===== src/rtl/vec_sub_pipe.sv =====
// Lane-wise vector subtractor: a[i] = y[i] - b[i] mod 2^W, per-lane borrow.
// Two registered stages with valid/ready on both sides and a transfer counter.
module vec_sub_pipe #(
  parameter int W     = 8,
  parameter int N     = 4,
  parameter int CNT_W = 16
) (
  input  logic                clock,
  input  logic                reset,
  input  logic                in_valid,
  output logic                in_ready,
  input  logic [N-1:0][W-1:0] y,
  input  logic [N-1:0][W-1:0] b,
  output logic                out_valid,
  input  logic                out_ready,
  output logic [N-1:0][W-1:0] a,
  output logic [N-1:0]        borrow,
  output logic [CNT_W-1:0]    out_count
);

  logic                s1_valid;
  logic [N-1:0][W-1:0] y_r;
  logic [N-1:0][W-1:0] b_r;

  logic                s2_valid;
  logic [N-1:0][W-1:0] a_r;
  logic [N-1:0]        borrow_r;

  logic [CNT_W-1:0]    cnt;

  logic                s1_adv;
  logic                s2_adv;
  logic                out_fire;

  logic [N-1:0][W-1:0] diff;
  logic [N-1:0]        diff_bw;

  // A full stage may still advance if the stage after it is draining.
  assign s2_adv   = !s2_valid || out_ready;
  assign s1_adv   = !s1_valid || s2_adv;
  assign in_ready = s1_adv;
  assign out_fire = s2_valid && out_ready;

  // Borrow is the carry-out of a one-bit-wider subtraction.
  always_comb begin
    diff    = '0;
    diff_bw = '0;
    for (int i = 0; i < N; i++) begin
      {diff_bw[i], diff[i]} =
        {1'b0, y_r[i]} - {1'b0, b_r[i]};
    end
  end

  always_ff @(posedge clock) begin
    if (reset) begin
      s1_valid <= 1'b0;
      y_r      <= '0;
      b_r      <= '0;
    end else if (s1_adv) begin
      s1_valid <= in_valid;
      y_r      <= y;
      b_r      <= b;
    end
  end

  always_ff @(posedge clock) begin
    if (reset) begin
      s2_valid <= 1'b0;
      a_r      <= '0;
      borrow_r <= '0;
    end else if (s2_adv) begin
      s2_valid <= s1_valid;
      a_r      <= diff;
      borrow_r <= diff_bw;
    end
  end

  always_ff @(posedge clock) begin
    if (reset) begin
      cnt <= '0;
    end else if (out_fire) begin
      cnt <= cnt + 1'b1;
    end
  end

  assign out_valid = s2_valid;
  assign a         = a_r;
  assign borrow    = borrow_r;
  assign out_count = cnt;

endmodule


===== config.mk =====
export PLATFORM = sky130hd
export DESIGN_NAME = vec_sub_pipe
export DESIGN_NICKNAME = d
export VERILOG_FILES = /design/src/rtl/vec_sub_pipe.sv
export SDC_FILE = /design/constraint.sdc
export NUM_CORES = 1
export LEC_CHECK = 0
export ABC_AREA = 1
export BUFFER_PORTS_ARGS = -buffer_cell sky130_fd_sc_hd__buf_4
export CORE_MARGIN = 2
export CORE_UTILIZATION = 55
export CTS_CLUSTER_SIZE = 30
export DETAILED_ROUTE_END_ITERATION = 7
export GPL_ROUTABILITY_DRIVEN = 0
export PLACE_DENSITY_LB_ADDON = 0.08
export SLEW_MARGIN = 5
export SYNTH_ARGS = -nofsm -noshare
export SYNTH_HDL_FRONTEND = slang
export SYNTH_SLANG_ARGS = --single-unit

===== constraint.sdc =====
create_clock -name clock -period 2.11 [get_ports clock]
set_input_delay 0.1055 -clock clock [delete_from_list [all_inputs] [get_ports clock]]
set_output_delay 0.1055 -clock clock [all_outputs]
set_load 0.02 [all_outputs]

==> out/qor.txt <==
Synthesis-to-layout area growth: 36.18%
Worst hold slack: 0.1541 ns
Layout net count: 1148
Yosys warning total: 0
Port-buffer cells: 121
H-tree Lvls: 4
Detailed Routing Iterations Pass 1: 5
FP Rows: 38
Critical Path Start Type: flip-flop
Sequential share of the synthesized area: 0.3873
Tot GR Track Use: 0.2770
Place WS: 0.3367 ns
Final setup viols: 0
Avg Inst Size Synth: 7.043 um^2
Clock Skews: 0.006437 ns
Tmin final: 1.980 ns
Worst Path Buf+Inv: 4
CTS tree: yes
DRC viols: 0
Die X-Extent: 109.3 um
Slew margin rel.: 0.4787
CP endpoint kind: primary output
Maximum vdd ir drop: 0.5127 mV
Crit Path Category: reg2out
IO Count: 122
Initial core utilization: 0.5627
Antenna diodes: 0
Via count: 6178
First-pass GRT wire length: 26100 um
Worst Path Required: 2.00 ns
Clock transition at path regs: 0.05 ns
Worst-Skew Late Latency: 0.52 ns
Static Leak: 4.203 nW
Commonest cells after routing, fill and taps aside: nand2_1 (188), inv_1 (131), buf_4 (131), dfxtp_1 (117), nand3_1 (106)
Post-Syn Area: 0.006100 mm^2
Initial drt markers: 282
Largest stage delay, worst path: 0.41 ns
Bufs on Longest Clock Path: 2
RSZ-0062 raised after global routing: false
Most used cell, CP: buf_4
Most common cell after layout, fill and taps aside: nand2_1
Fillers: 819
Hold WC Path Type: in2reg
Vias in the first global route: 5984
Critical-path cell list: inv_2 -> nor2_4 -> buf_4 -> nand2_2 -> buf_4 -> buf_4
Critical-path top delay cell: dfxtp_1
Final Worst Setup Slack: 0.1302 ns
WL/cell: 13.24 um
Final period utilization: 0.9383
Top-area cell type share of the netlist area: 0.3873
Status: completed
Largest delay share family, worst path: buffers and inverters
Crit path DAT: 1.87 ns
Routed WL: 15800 um
Max cap viols: 0
HPWL after detailed placement: 10360 um
Post-route setup TNS: 0 ns
Clock Tree Root: clkbuf_8
Die area: 0.01195 mm^2
# Post-CTS Setup Buffers: 0
Syn Inst Count: 866
Share of layout cells above drive strength 1: 0.1717
Core area: 0.01084 mm^2
Antenna violations before repair: 0
PwrDens: 785.9 mW/mm^2
Vert. Die Dim: 109.3 um
#FFs+latches synth: 118
Routed vias/inst: 5.174
Slew of the pin with the lowest slew margin: 0.7820 ns
Post-route ant nets: 0
# clock sinks: 118
Synth top area cells: dfxtp_1 (39%), nand2_1 (12%), nand3_1 (8.7%)
Total power: 6.529 mW
GRT overflow: 0
Largest net degree at the start of global routing: 74
Peak Freq: 505.1 MHz
Crit-path max FO: 34
Slew Limit Fails: 0
Inserted Clock Buffers: 17
Final hold violations: 0
Synth area leader: dfxtp_1
Unique masters post-synth: 29
Syn Nets: 971
path summary, 6_finish.rpt:
check             slack (ns)  cells after the start       from            end
setup / recovery        0.13                      6  out_valid       in_ready
hold / removal          0.15                      5      reset  out_count[14]
setup reg to reg        0.34                      8     y_r[8]          a[12]
hold reg to reg         0.48                      2  borrow[1]      borrow[1]
synthesized netlist by cell type:
library cell  instances
buf_4                12
buf_2                 9
nor3b_2               1
clkbuf_1             14
inv_2                 4
nand2_2               1
xor2_1                5
nor3_1                1
nor2_4                2
dfxtp_1             118
a21oi_1             103
nor2_2                2
o21bai_1              5
nand4_2               1
nand4_1               5
o21ai_0              28
nor2_1               43
nand2_1             189
xnor2_1               8
ha_1                 33
or2_2                 8
o21ai_1              17
buf_1                 5
nand3_1             106
inv_1               131
o21a_1                5
nand3b_1              5
fa_1                  4
nand3_2               1
routing by layer:
metal  up-vias  track usage  part of all wire
met5         -            0                 0
li1       3121            -                 -
met1      2862       0.3217              0.42
met3        31      0.05750             0.051
met4         0       0.1004             0.019
met2       164       0.5022              0.51
state kept, by name, indices dropped and copies added (netlist names):
| signal | count |
|---|---|
| out_valid | 1 |
| y_r | 32 |
| b_r | 32 |
| out_count | 16 |
| a | 32 |
| borrow | 4 |
| s1_valid | 1 |
cell type report:
class	instances	area, um^2	share of cell area
clock buffers	28	535.5	0.06447
clock inverters	2	35.03	0.004218
inverters	135	506.7	0.06100
multi-input cells	573	3027	0.3644
flip-flops and latches	118	2364	0.2845
well taps	140	175.2	0.02109
repair buffers	198	1664	0.2003
cells by family (layout without fill, tap and decap cells):
kind of cell             after synthesis  count (layout)  share of synthesized area
XOR/XNOR                              13              13                    0.01867
adder cells (fa/ha/maj)               37              37                    0.08082
AND/OR/NAND/NOR                      365             365                     0.2626
flip-flops                           118             118                     0.3873
AO/OA/AOI/OAI                        158             158                     0.1337
buffers and inverters                175             363                     0.1169
timing repair:
| item | in CTS | in global routing |
|---|---|---|
| gates resized for setup | 0 | 0 |
| endpoints found under the hold margin | 66 | 0 |
| hold buffers | 66 | 0 |
metrics by stage:
step                utilization  std cells  area [um^2]
floorplan                     -        866         6100
global placement         0.6527       1098         7076
detailed placement       0.6527       1098         7076
CTS                      0.7663       1194         8307
global route             0.7663       1194         8307
finish                   0.7663       1194         8307
worst min-delay path, stage by stage:
cell	delay, ns
buf_4	0.08
inv_1	0.03
buf_4	0.26
nand2_1	0.12
nor2_1	0.03
power breakdown:
group | switching, mW | internal, mW | leakage [nW] | total [mW]
registers | 0.114 | 2.40 | 0.979 | 2.52
clock network | 0.927 | 1.80 | 0.283 | 2.72
logic | 0.694 | 0.592 | 2.94 | 1.29
Power figures use the tool's default switching activity.
